<file path="config.mk">
export PLATFORM = sky130hd
export DESIGN_NAME = msb_word_serializer
export DESIGN_NICKNAME = d
export VERILOG_FILES = /design/src/rtl/msb_word_serializer.sv
export SDC_FILE = /design/constraint.sdc
export NUM_CORES = 1
export LEC_CHECK = 0
export BUFFER_PORTS_ARGS = -buffer_cell sky130_fd_sc_hd__buf_2
export CORE_MARGIN = 5
export CORE_UTILIZATION = 50
export CTS_BUF_LIST = sky130_fd_sc_hd__clkbuf_8
export DETAILED_ROUTE_END_ITERATION = 12
export PLACE_DENSITY_LB_ADDON = 0.1
export RECOVER_POWER = 100
export SETUP_SLACK_MARGIN = 0.1
export SYNTH_ARGS = -nofsm -noshare
export SYNTH_HDL_FRONTEND = slang
export SYNTH_SLANG_ARGS = --single-unit
</file>
<file path="constraint.sdc">
create_clock -name clk -period 3.55 [get_ports clk]
set_input_delay 0.8875 -clock clk [delete_from_list [all_inputs] [get_ports clk]]
set_output_delay 0.8875 -clock clk [all_outputs]
set_load 0.05 [all_outputs]
</file>
<file path="src/rtl/msb_word_serializer.sv">
`default_nettype none
// ============================================================================
// Module      : msb_word_serializer
// Description : Parallel-word to MSB-first bit stream feeder with checker clear.
// Revision    : 1.0 - initial release
// ============================================================================
module msb_word_serializer #(
  parameter  int WIDTH = 8,
  localparam int LW    = $clog2(WIDTH + 1)
) (
  input  logic             clk,
  input  logic             resetn,
  input  logic             in_valid,
  output logic             in_ready,
  input  logic [WIDTH-1:0] in_data,
  input  logic [LW-1:0]    in_len,
  input  logic             in_first,
  output logic             ser_valid,
  output logic             ser_bit,
  output logic             ser_last,
  output logic             ser_clear_n
);

  typedef enum logic [1:0] {
    S_IDLE  = 2'd0,
    S_CLEAR = 2'd1,
    S_SHIFT = 2'd2
  } state_t;

  localparam logic [LW-1:0] c_width = LW'(WIDTH);
  localparam logic [LW-1:0] c_one   = LW'(1);
  localparam logic [LW-1:0] c_two   = LW'(2);

  state_t           r_state;
  logic [WIDTH-1:0] r_shreg;  // word left-aligned so the next bit is always the MSB
  logic [LW-1:0]    r_cnt;    // bits remaining, including the one on ser_bit

  logic [LW-1:0]    w_len_eff;
  logic [WIDTH-1:0] w_aligned;
  logic             w_final;
  logic             w_accept;

  assign w_len_eff = ((in_len == '0) || (in_len > c_width)) ? c_width : in_len;
  assign w_aligned = in_data << (c_width - w_len_eff);
  assign w_final   = (r_state == S_SHIFT) && (r_cnt == c_one);
  assign in_ready  = resetn && ((r_state == S_IDLE) || w_final);
  assign w_accept  = in_valid && in_ready;

  always_ff @(posedge clk) begin
    if (!resetn) begin
      r_state     <= S_IDLE;
      r_shreg     <= '0;
      r_cnt       <= '0;
      ser_valid   <= 1'b0;
      ser_bit     <= 1'b0;
      ser_last    <= 1'b0;
      ser_clear_n <= 1'b0;
    end else begin
      ser_valid   <= 1'b0;
      ser_bit     <= 1'b0;
      ser_last    <= 1'b0;
      ser_clear_n <= 1'b1;
      case (r_state)
        S_CLEAR: begin
          r_state   <= S_SHIFT;
          ser_valid <= 1'b1;
          ser_bit   <= r_shreg[WIDTH-1];
          ser_last  <= (r_cnt == c_one);
          r_shreg   <= r_shreg << 1;
        end
        default: begin
          if ((r_state == S_SHIFT) && !w_final) begin
            ser_valid <= 1'b1;
            ser_bit   <= r_shreg[WIDTH-1];
            ser_last  <= (r_cnt == c_two);
            r_shreg   <= r_shreg << 1;
            r_cnt     <= r_cnt - c_one;
          end else if (w_accept) begin
            // Final-bit or idle cycle with a word offered: load without a bubble
            r_cnt <= w_len_eff;
            if (in_first) begin
              r_state     <= S_CLEAR;
              r_shreg     <= w_aligned;
              ser_clear_n <= 1'b0;
            end else begin
              r_state   <= S_SHIFT;
              ser_valid <= 1'b1;
              ser_bit   <= w_aligned[WIDTH-1];
              ser_last  <= (w_len_eff == c_one);
              r_shreg   <= w_aligned << 1;
            end
          end else begin
            r_state <= S_IDLE;
          end
        end
      endcase
    end
  end

endmodule
`default_nettype wire

</file>
==> Word level (Yosys, flattened, before mapping) <==
Index checks and enable logic that the tools add are counted.
{ "op_classes": {"addsub": 2, "n_mul": 0, "div_mod_pow": 0, "n_lt_le_gt_ge": 1, "eq_ne": 6, "shifts": 1, "muxes": 26, "bitwise_logic": 2, "reduce_logical": 14} }
{ "op_table": {"columns": ["operator", "n"], "rows": [
  ["8-bit two-way mux", 4],
  ["1-bit two-way mux", 15],
  ["4-bit two-way mux", 3],
  ["4-bit by 1-bit equality test with 1-bit output, second input constant", 2],
  ["2-bit two-way mux", 4],
  ["8-bit by 4-bit left shift with 8-bit output", 1],
  ["4-bit by 2-bit equality test with 1-bit output, second input constant", 1],
  ["4-bit greater-than comparator, second input constant", 1],
  ["1-bit logical AND", 4],
  ["4-bit logical NOT", 1],
  ["4-bit by 1-bit subtractor with 4-bit output, second input constant", 1],
  ["4-bit subtractor, first input constant", 1],
  ["3-bit nonzero test", 1],
  ["3-bit OR reduction", 1],
  ["2-bit by 1-bit equality test with 1-bit output, second input constant", 1],
  ["2-bit equality test, second input constant", 1],
  ["2-bit logical NOT", 1],
  ["1-bit logical OR", 2],
  ["2-bit by 1-bit inequality test with 1-bit output, second input constant", 1],
  ["1-bit NOT", 2],
  ["2-bit AND reduction", 1],
  ["2-bit nonzero test", 1],
  ["2-bit OR reduction", 1],
  ["1-bit logical NOT", 1]
]} }
{ "totals": {"ff_bits": 18, "latchBits": 0, "mem_bits_rw": 0, "rom_bits": 0, "input_bits": 16, "output_inout_bits": 5, "n_memories": 0} }

==> Depth between registers and ports, before layout <==
Gate-level depths: netlist (run 1).
{ "logic_depth": {"word_depth": 9, "ltp_mapped": 11, "mapped_depth_nobuf": 8} }

==> Least setup slack after synthesis (run 1) <==
OpenSTA, ideal clock, no wires.
{ "synth_path": {"path_kind": "input to register", "start": "in in_len[3]", "end": "reg r_shreg[7]", "arrival_ns": 2.725, "t_required_ns": 3.476, "slack_ns": 0.750, "path_stages": 10, "path_buffers": 3, "cell_sequence": "buf_6 nor2b_4 inv_1 buf_6 ha_1 buf_4 mux2i_1 mux4_2 nand3b_1 a31oi_1"} }
{ "synth_between": {"elab_chain_len": 9, "elab_cells_between_ends": 10, "classes_between": "1 x add/sub; 1 x order compare; 1 x shift; 5 x mux; 2 x reduce/logical"} }
{ "synth_rtl": {"columns": ["element", "line", "source"], "rows": [
  ["from (decl)", "16", "input logic [LW-1:0] in_len,"],
  ["4-bit greater-than comparator or 4-bit logical NOT (tied branches)", "43", "assign w_len_eff = ((in_len == '0) || (in_len > c_width)) ? c_width : in_len;"],
  ["1-bit logical OR", "43", null],
  ["4-bit two-way mux *", "43", null],
  ["4-bit subtractor *", "44", "assign w_aligned = in_data << (c_width - w_len_eff);"],
  ["8-bit by 4-bit left shift with 8-bit output *", "44", null],
  ["8-bit two-way mux *", "81", "if (in_first) begin"],
  ["8-bit two-way mux *", "78", "end else if (w_accept) begin"],
  ["8-bit two-way mux *", "72", "if ((r_state == S_SHIFT) && !w_final) begin"],
  ["8-bit two-way mux *", "63", "case (r_state)"],
  ["to (signal assigned)", "69", "r_shreg <= r_shreg << 1;"],
  ["to (signal assigned)", "76", "r_shreg <= r_shreg << 1;"],
  ["to (signal assigned)", "83", "r_shreg <= w_aligned;"],
  ["to (decl)", "35", "logic [WIDTH-1:0] r_shreg;"]
]} }
Every way passes the cells marked *; elsewhere a longest branch is shown, timed or not. The select of a mux whose other input is x is not followed.
A chain may end at the register's enable or synchronous reset.

==> Worst setup path in the final report (run 1) <==
{ "layout_path": {"start": "in in_len[0]", "end": "reg r_shreg[7]"} }
The elaborated chain is that of the path after synthesis.

==> impl_metrics.yaml, run 1 <==
timing:
  fin_crit_ns: 3.11
  setup_viol: 0
  slew_violations: 0
  timing.hold.ws_ns: 0.490
  rsz0062_at_grt: "false"
  clock_skew_ns: 0.00380
  fmax_mhz: 322
  timing.setup.tns_ns: 0
  final_hold_viol_count: 0
  period_share_pct: 87.6
  worst_slew_margin_rel_pct: 35.9
  worst_pin_slew_ns: 0.959
cts:
  cts_buffer_depth: 2
  htree_num_levels: 1
  ctsResizeCount: 0
  cts-buffers-inserted: 3
  worstSkewPairLatency_ns: 0.26
  post_cts_buffers: 0
  cts_root_buf: "clkbuf_8"
  cts.sinks: 18
  clk_pin_slew_ns: 0.07
  cts_tree: "yes"
  postCtsHoldBufs: 0
die:
  core-area_sq_mm: 0.00278
  die_x_um: 64.3
  dieArea_sq_mm: 0.00413
  rows: 19
  start_util_pct: 53.0
  fp.dieH_um: 64.3
  top_level_ports: 21
synth:
  synth_fp_nets: 198
  yosysWarnings: 0
  synth_seq_area_share_pct: 24.4
  syn_inst: 178
  synth_edf_count: 0
  syn-cell-area_sq_mm: 0.00147
  ys_seq_elements: 18
  synthFlopType: "dfxtp_1"
  synth_async_sr_flop_share_pct: 0
  synth.avg_cell_area_sq_um: 8.28
  synth.distinct_cells: 53
worst_setup_path:
  cp_data_required_time_ns: 3.74
  worstReg2RegStart: "r_cnt[0]$_SDFFE_PN0P_"
  cp_top_family: "XOR/XNOR gates"
  crit_chain: "buf_2 > nor2b_1 > inv_1 > ha_1 > xnor2_1 > mux4_2 > nand3b_1 > a31oi_1"
  cp-end-kind: "flip-flop"
  critical_path_arrival_ns: 3.30
  r2r-end: "r_shreg[5]$_SDFFE_PN0P_"
  worstPathMaxFanout: 12
  start_kind: "input pin"
  critPathBufInv: 2
  rrSetupSlack_ns: 0.95
  slowest_delay_ns: 0.72
  r2r_cells: 6
  crit_type: "input pin to flip-flop"
  cp_slowest_cell: "xnor2_1"
placed_design:
  io_buffers: 20
  place_area_sq_mm: 0.00155
  globalplace.congestion: 0.892
  dpl.hpwl_mm: 2.70
run_status:
  status: "finished clean"
drt:
  drt_iter0_drc: 70
  m1WireLength_mm: 1.55
  drt-vias-per-instance: 6.46
  drc: 0
  vias: 1447
  wl_per_cell_um: 15.8
  dr.max_layer_used: "met4"
  dr_wl_met3_um: 216
  dr_wl_met2_mm: 1.70
  routed_wirelength_mm: 3.54
  drt_pre_antenna_iters: 4
  ant_nets: 0
global_route:
  gr-total-overflow: 0
  antenna_found_initial: 0
  grt_max_degree: 16
  grt_pass1_vias: 1361
  track_usage_pct: 17.6
  grt_pass1_wl_mm: 6.03
power_and_ir_drop:
  power_frac_comb_pct: 33.3
  pwr-share-clk_pct: 27.9
  power.switching_mw: 0.206
  p_int_mw: 0.398
  ir_drop_v: 0.000368
  leakage_nw: 0.596
  switching_share_pct: 34.1
  power-per-cell-area_mw_per_mm2: 384
  power.share.sequential_pct: 38.8
finish:
  final_core_util_pct: 56.5
  nets: 214
  antennaDiodeCount: 0
  drive_gt1_share_pct: 16.1
  area_growth_syn_to_layout_pct: 6.71
  final_area_sq_mm: 0.00157
flow_run:
  max_cap_violations: 0
hold_path:
  whs_path_depth: 2
  holdPathEnd: "r_shreg[0]$_SDFFE_PP0P_"
  hold_start: "r_shreg[0]$_SDFFE_PP0P_"
  hold_path.class: "flip-flop to flip-flop"
[final cells by class]
cell class	count	area, sq um
fill	270	1210
clock buffer	4	55.1
sequential	18	360
timing repair buffer	21	101
multi-input combinational	139	976
inverter	11	41.3
tap	31	38.8
[cells in the final DEF, fill, tap and decap left out, types with 4 or more instances in the layout]
master / count
a32oi_1: 4
o211ai_1: 5
clkbuf_8: 4
nand2_1: 5
o21ai_0: 10
dfxtp_1: 18
buf_2: 15
inv_1: 11
nand2b_1: 5
ha_1: 4
mux2_2: 4
a31oi_1: 6
nand3b_1: 4
nor3_1: 7
clkbuf_1: 5
nor2b_1: 4
nor2_1: 14
nand3_1: 4
a21oi_1: 15
mux2i_1: 6
[tightest hold or removal path, cell delays in order, from the launching register on]
cell and delay (ns):
dfxtp_1 0.31, nand4_1 0.08, o41ai_2 0.06
[registers in the layout (all words and copies together), names as in the netlist]
name         cells
r_shreg          8
ser_valid        1
ser_last         1
ser_clear_n      1
r_cnt            4
r_state          2
ser_bit          1
[routing by layer]
layer,vias up,GRT usage [%]
met3,10,3.33
met5,-,0
met2,49,27.7
met4,0,7.38
li1,709,-
met1,679,23.2
[worst max-delay path by stage]
stage               from                       to  slack (ns)  depth (start not counted)
3_5_place_dp   in_len[0]  r_shreg[7]$_SDFFE_PN0P_        0.45                          9
4_1_cts        in_len[0]  r_shreg[7]$_SDFFE_PN0P_        0.72                          9
2_1_floorplan  in_len[3]  r_shreg[7]$_SDFFE_PN0P_        0.75                         10
6_report       in_len[0]  r_shreg[7]$_SDFFE_PN0P_        0.44                          8
5_1_grt        in_len[0]  r_shreg[7]$_SDFFE_PN0P_        0.28                          8
3_3_place_gp   in_len[0]  r_shreg[4]$_SDFFE_PN0P_        0.54                          9
[kinds of logic after synthesis]
| group | count (synthesis) | share of synthesized area, % |
|---|---|---|
| AOI/OAI and AO/OA | 63 | 30.6 |
| and+or+nand+nor | 56 | 21.7 |
| buffers and inverters | 21 | 7.55 |
| DFF | 18 | 24.4 |
| muxes | 12 | 9.42 |
| xor gates and xnor gates | 4 | 2.89 |
| adders and majority gates | 4 | 3.40 |
[Yosys cell counts (all sizes together), types with 5 or more instances]
master | count | area share [%]
dfxtp | 18 | 24
a21oi | 15 | 5.1
nor2 | 14 | 3.6
inv | 11 | 2.8
o21ai | 10 | 3.4
buf | 7 | 4.0
nor3 | 7 | 2.4
a31oi | 6 | 2.5
mux2i | 6 | 4.1
mux2 | 5 | 3.8
nand2 | 5 | 1.3
nand2b | 5 | 2.1
o211ai | 5 | 2.5
[through the flow]
step / instances / total power, mW / setup slack [ns]
floorplan: 178 / 0.402 / 0.750
global placement: 220 / 0.441 / 0.539
detailed placement: 220 / 0.445 / 0.453
CTS: 224 / 0.614 / 0.720
global route: 224 / 0.641 / 0.282
finish: 224 / 0.605 / 0.441
[power groups by stage]
| stage | Sequential, mW | Combinational (mW) | Clock [mW] |
|---|---|---|---|
| floorplan | 0.245 | 0.156 | 0 |
| global placement | 0.239 | 0.202 | 0 |
| detailed placement | 0.240 | 0.205 | 0 |
| CTS | 0.235 | 0.207 | 0.172 |
| global route | 0.237 | 0.223 | 0.182 |
| finish | 0.235 | 0.201 | 0.169 |
No activity file was read; power rests on OpenSTA's default activity.
==> inputs of run 2 (changes only) <==
--- a/config.mk
+++ b/config.mk
@@ -8,7 +8,7 @@
 export BUFFER_PORTS_ARGS = -buffer_cell sky130_fd_sc_hd__buf_2
 export CORE_MARGIN = 5
 export CORE_UTILIZATION = 50
-export CTS_BUF_LIST = sky130_fd_sc_hd__clkbuf_8
+export CTS_BUF_LIST = sky130_fd_sc_hd__clkbuf_4 sky130_fd_sc_hd__clkbuf_8
 export DETAILED_ROUTE_END_ITERATION = 12
 export PLACE_DENSITY_LB_ADDON = 0.1
 export RECOVER_POWER = 100
==> run 2 against run 1 <==
Net effect: via count is 1.8% lower; critical path depth stayed put; die area stayed put; count of clock-buffer cells in the layout stayed put; maximum frequency rose by 2.5%; clock skew up 0.0011 ns; clock power decreased by 24%; final cell count stayed put; total power is 6.4% lower; setup slack improved by 0.075 ns; combinational power about the same; global-route usage down 0.29 points; critical path type unchanged; critical endpoint unchanged; largest cell class unchanged; largest power group unchanged.
==> impl_metrics.yaml, run 2 (synthesized netlist as in run 1, its figures left out) <==
cts:
  htree_num_levels: 1
  cts_root_buf: "clkbuf_4"
  ctsResizeCount: 0
  cts-buffers-inserted: 3
  clk_pin_slew_ns: 0.11
  cts_buffer_depth: 2
  postCtsHoldBufs: 0
  worstSkewPairLatency_ns: 0.30
  post_cts_buffers: 0
  cts_tree: "yes"
  cts.sinks: 18
placed_design:
  dpl.hpwl_mm: 2.70
  post-place-cells: 220
  preCtsSetupSlack_ns: 0.453
  io_buffers: 20
  globalplace.congestion: 0.892
finish:
  largestRegisters: "r_shreg x8, r_cnt x4, r_state x2"
  drive_gt1_share_pct: 16.1
  nets: 214
  top_register: "r_shreg"
  final_core_util_pct: 56.1
  layout_common_cells: "dfxtp_1, a21oi_1, buf_2"
  largest_register_ffs: 8
  antennaDiodeCount: 0
  mostFrequentLayoutCell: "dfxtp_1"
  area_growth_syn_to_layout_pct: 5.94
  stdcell_count: 224
die:
  fp.dieH_um: 64.3
  dieArea_sq_mm: 0.00413
  top_level_ports: 21
  start_util_pct: 53.0
  core-area_sq_mm: 0.00278
  rows: 19
  die_x_um: 64.3
timing:
  timing.setup.tns_ns: 0
  worst_pin_slew_ns: 0.773
  post-route-worst-setup-slack_ns: 0.516
  period_share_pct: 85.5
  slew_violations: 0
  fin_crit_ns: 3.03
  clock_skew_ns: 0.00490
  setup_viol: 0
  rsz0062_at_grt: "false"
  worst_slew_margin_rel_pct: 48.1
  timing.hold.ws_ns: 0.494
  fmax_mhz: 330
  final_hold_viol_count: 0
worst_setup_path:
  cp_data_required_time_ns: 3.79
  critical_path_arrival_ns: 3.27
  crit_type: "input pin to flip-flop"
  crit_chain: "buf_2 > nor2b_1 > inv_1 > ha_1 > xnor2_1 > mux4_2 > nand3b_1 > a31oi_1"
  cp-end-kind: "flip-flop"
  r2r_cells: 6
  start_kind: "input pin"
  worstPathMaxFanout: 12
  cp_slowest_cell: "xnor2_1"
  slowest_delay_ns: 0.70
drt:
  drc: 0
  wl_per_cell_um: 15.6
  drt_pre_antenna_iters: 5
  drt-vias-per-instance: 6.34
  drt_iter0_drc: 61
  vias: 1421
  routed_wirelength_mm: 3.51
  ant_nets: 0
power_and_ir_drop:
  power-per-cell-area_mw_per_mm2: 362
  leakage_nw: 0.589
  ir_drop_v: 0.000285
global_route:
  track_usage_pct: 17.3
  gr-total-overflow: 0
  grt_pass1_wl_mm: 5.96
  grt_max_degree: 16
  antenna_found_initial: 0
  grt_pass1_vias: 1358
hold_path:
  whs_path_depth: 2
  hold_path.class: "flip-flop to flip-flop"
flow_run:
  max_cap_violations: 0
run_status:
  status: "finished clean"
==> run 2: cell counts in the layout (fill, tap and decap cells not counted) <==
Identical to the previous run, type by type.
==> run 2: final timing paths <==
path	end	slack (ns)	start
worst max-delay path	r_shreg[7]$_SDFFE_PN0P_	0.52	in_len[0]
worst min-delay path	r_shreg[0]$_SDFFE_PP0P_	0.49	r_shreg[0]$_SDFFE_PP0P_
worst max register to register	r_shreg[5]$_SDFFE_PN0P_	1.18	r_cnt[0]$_SDFFE_PN0P_
worst min register to register	r_shreg[0]$_SDFFE_PP0P_	0.49	r_shreg[0]$_SDFFE_PP0P_
==> run 2: worst max-delay path: cells and delay by family <==
kind	cells	cell delay (ns)
fa+ha+maj	1	0.35
buf+inv	2	0.29
mux	1	0.42
xor+xnor	1	0.70
simple gates	2	0.49
compound gates	1	0.12
==> run 2: report_power, final <==
group | internal, mW | switching, mW
logic | 0.0790 | 0.123
registers | 0.221 | 0.0138
clock network | 0.0626 | 0.0669
==> run 2: cell type report <==
cell class                 count  area [sq um]
fill                         271          1220
timing repair buffer          21           101
tap                           31          38.8
clock buffer                   4          36.3
multi-input combinational    139           983
inverter                      11          41.3
sequential                    18           360
==> run 2: per-layer routing <==
metal / global-route usage [%] / up-vias / share of wire (%)
met5: 0 / - / 0
met4: 5.85 / 0 / 1.3
met3: 4.20 / 6 / 4.0
met2: 27.0 / 33 / 48
met1: 23.1 / 675 / 46
li1: - / 707 / -
==> run 2: per-stage QoR <==
step                      total power [mW]  area (sq um)
after floorplan                      0.402          1470
after global placement               0.441          1550
after detailed placement             0.445          1550
after CTS                            0.575          1590
after global routing                 0.604          1560
final                                0.566          1560
==> inputs of run 3 (changes only) <==
==> constraint.sdc (replaced) <==
create_clock -name clk -period 3.74 [get_ports clk]
set_input_delay 0.935 -clock clk [delete_from_list [all_inputs] [get_ports clk]]
set_output_delay 0.935 -clock clk [all_outputs]
set_load 0.05 [all_outputs]
==> run 3 against run 2 <==
Net effect: setup slack improved by 0.078 ns; via count shrank 0.14%; clock skew fell by 0.0014 ns; non-clock buffer count unchanged; sequential power fell by 5%; die area stayed put; hold slack better by 0.013 ns; clock power decreased by 7%; sequential share of layout area down 0.092 points; first-iteration DRC count grew 13%; design area up 0.40%; global-route usage is essentially flat.
==> impl_metrics.yaml, run 3 (synthesized netlist as in run 1, its figures left out) <==
drt:
  wl_per_cell_um: 15.7
  drc: 0
  drt_iter0_drc: 69
  ant_nets: 0
  vias: 1419
  drt_pre_antenna_iters: 6
  drt-vias-per-instance: 6.33
  routed_wirelength_mm: 3.52
cts:
  post_cts_buffers: 0
  worstSkewPairLatency_ns: 0.29
  htree_num_levels: 1
  postCtsHoldBufs: 0
  cts-buffers-inserted: 3
  cts_buffer_depth: 2
  cts_root_buf: "clkbuf_4"
  cts_tree: "yes"
  ctsResizeCount: 0
  clk_pin_slew_ns: 0.10
  cts.sinks: 18
timing:
  worst_slew_margin_rel_pct: 48.7
  fin_crit_ns: 3.15
  setup_viol: 0
  clock_skew_ns: 0.00351
  rsz0062_at_grt: "false"
  period_share_pct: 84.1
  fmax_mhz: 318
  timing.setup.tns_ns: 0
  final_hold_viol_count: 0
  slew_violations: 0
  worst_pin_slew_ns: 0.764
placed_design:
  io_buffers: 20
  globalplace.congestion: 0.878
  dpl.hpwl_mm: 2.72
  place_area_sq_mm: 0.00155
run_status:
  status: "finished clean"
finish:
  antennaDiodeCount: 0
  top_register: "r_shreg"
  drive_gt1_share_pct: 16.1
  final_area_sq_mm: 0.00157
  area_growth_syn_to_layout_pct: 6.37
  mostFrequentLayoutCell: "dfxtp_1"
  layout_common_cells: "dfxtp_1, a21oi_1, nor2_1, buf_2, inv_1"
  final_core_util_pct: 56.4
  nFillCells: 273
  largestRegisters: "r_shreg x8, r_cnt x4, r_state x2"
  largest_register_ffs: 8
  nets: 214
global_route:
  grt_pass1_wl_mm: 5.85
  gr-usage-met3_pct: 3.68
  grt.busiest_layer: "met2"
  track_usage_pct: 17.3
  gr-total-overflow: 0
  grt_max_degree: 16
  gr-usage-met2_pct: 28.5
  grt_pass1_vias: 1267
  antenna_found_initial: 0
  grtUsageMet1_pct: 22.7
worst_setup_path:
  cp-end-kind: "flip-flop"
  rrSetupSlack_ns: 1.35
  r2r-end: "r_shreg[5]$_SDFFE_PN0P_"
  start_kind: "input pin"
  worstReg2RegStart: "r_cnt[0]$_SDFFE_PN0P_"
  endpoint: "r_shreg[7]$_SDFFE_PN0P_"
  cp_data_required_time_ns: 3.97
  crit_start: "in_len[0]"
  critical_path_arrival_ns: 3.37
  crit_type: "input pin to flip-flop"
  worstPathMaxFanout: 12
  r2r_cells: 6
power_and_ir_drop:
  power-per-cell-area_mw_per_mm2: 341
  leakage_nw: 0.591
  ir_drop_v: 0.000228
hold_path:
  hold_path.class: "flip-flop to flip-flop"
die:
  dieArea_sq_mm: 0.00413
  top_level_ports: 21
  die_x_um: 64.3
  start_util_pct: 53.0
  rows: 19
  core-area_sq_mm: 0.00278
  fp.dieH_um: 64.3
flow_run:
  max_cap_violations: 0
run 3: cell count changes in the layout (fill, tap and decap cells not counted):
cell      change
buf_2         -1
nor2b_1       -1
clkbuf_1      +1
nor2b_4       +1
run 3: layer usage:
metal,wire length (um),vias up
met5,0,-
met4,12,0
met3,225,6
li1,-,708
met2,1750,49
met1,1530,656
run 3: stage by stage:
stage	hold slack, ns	power (mW)	setup slack, ns	cells
finish	0.507	0.535	0.594	224
global route	0.529	0.570	0.435	224
CTS	0.509	0.542	0.930	224
detailed placement	0.484	0.422	0.625	220
global placement	0.487	0.418	0.658	220
floorplan	0.453	0.381	0.893	178
run 3: power by group:
part / total, mW / internal (mW) / switching [mW] / leakage [nW]
Sequential: 0.223 / 0.210 / 0.0132 / 0.148
Combinational: 0.192 / 0.0756 / 0.117 / 0.422
Clock: 0.120 / 0.0593 / 0.0603 / 0.0210
Total: 0.535 / 0.345 / 0.190 / 0.591
run 3: final cells by class:
type	count	area, sq um	share of cell area, %
clock buffer	4	36.3	2.31
tap	31	38.8	2.47
inverter	11	41.3	2.63
sequential	18	360	23.0
timing repair buffer	21	100	6.38
multi-input combinational	139	991	63.2
run 3: how the worst min path moves through the flow:
stage | start | to | depth (start not counted)
after floorplan | r_shreg[7]$_SDFFE_PN0P_ | ser_bit$_SDFF_PN0_ | 2
after global placement | r_shreg[7]$_SDFFE_PN0P_ | ser_bit$_SDFF_PN0_ | 2
after detailed placement | r_shreg[7]$_SDFFE_PN0P_ | ser_bit$_SDFF_PN0_ | 2
after CTS | r_shreg[7]$_SDFFE_PN0P_ | ser_bit$_SDFF_PN0_ | 2
after global routing | r_shreg[0]$_SDFFE_PP0P_ | r_shreg[0]$_SDFFE_PP0P_ | 2
final | r_shreg[7]$_SDFFE_PN0P_ | ser_bit$_SDFF_PN0_ | 2
run 3: worst max-delay path, stage by stage:
cell      delay, ns
clkbuf_1       0.35
nor2b_4        0.27
inv_1          0.07
ha_1           0.34
xnor2_1        0.69
mux4_2         0.42
nand3b_1       0.17
a31oi_1        0.12
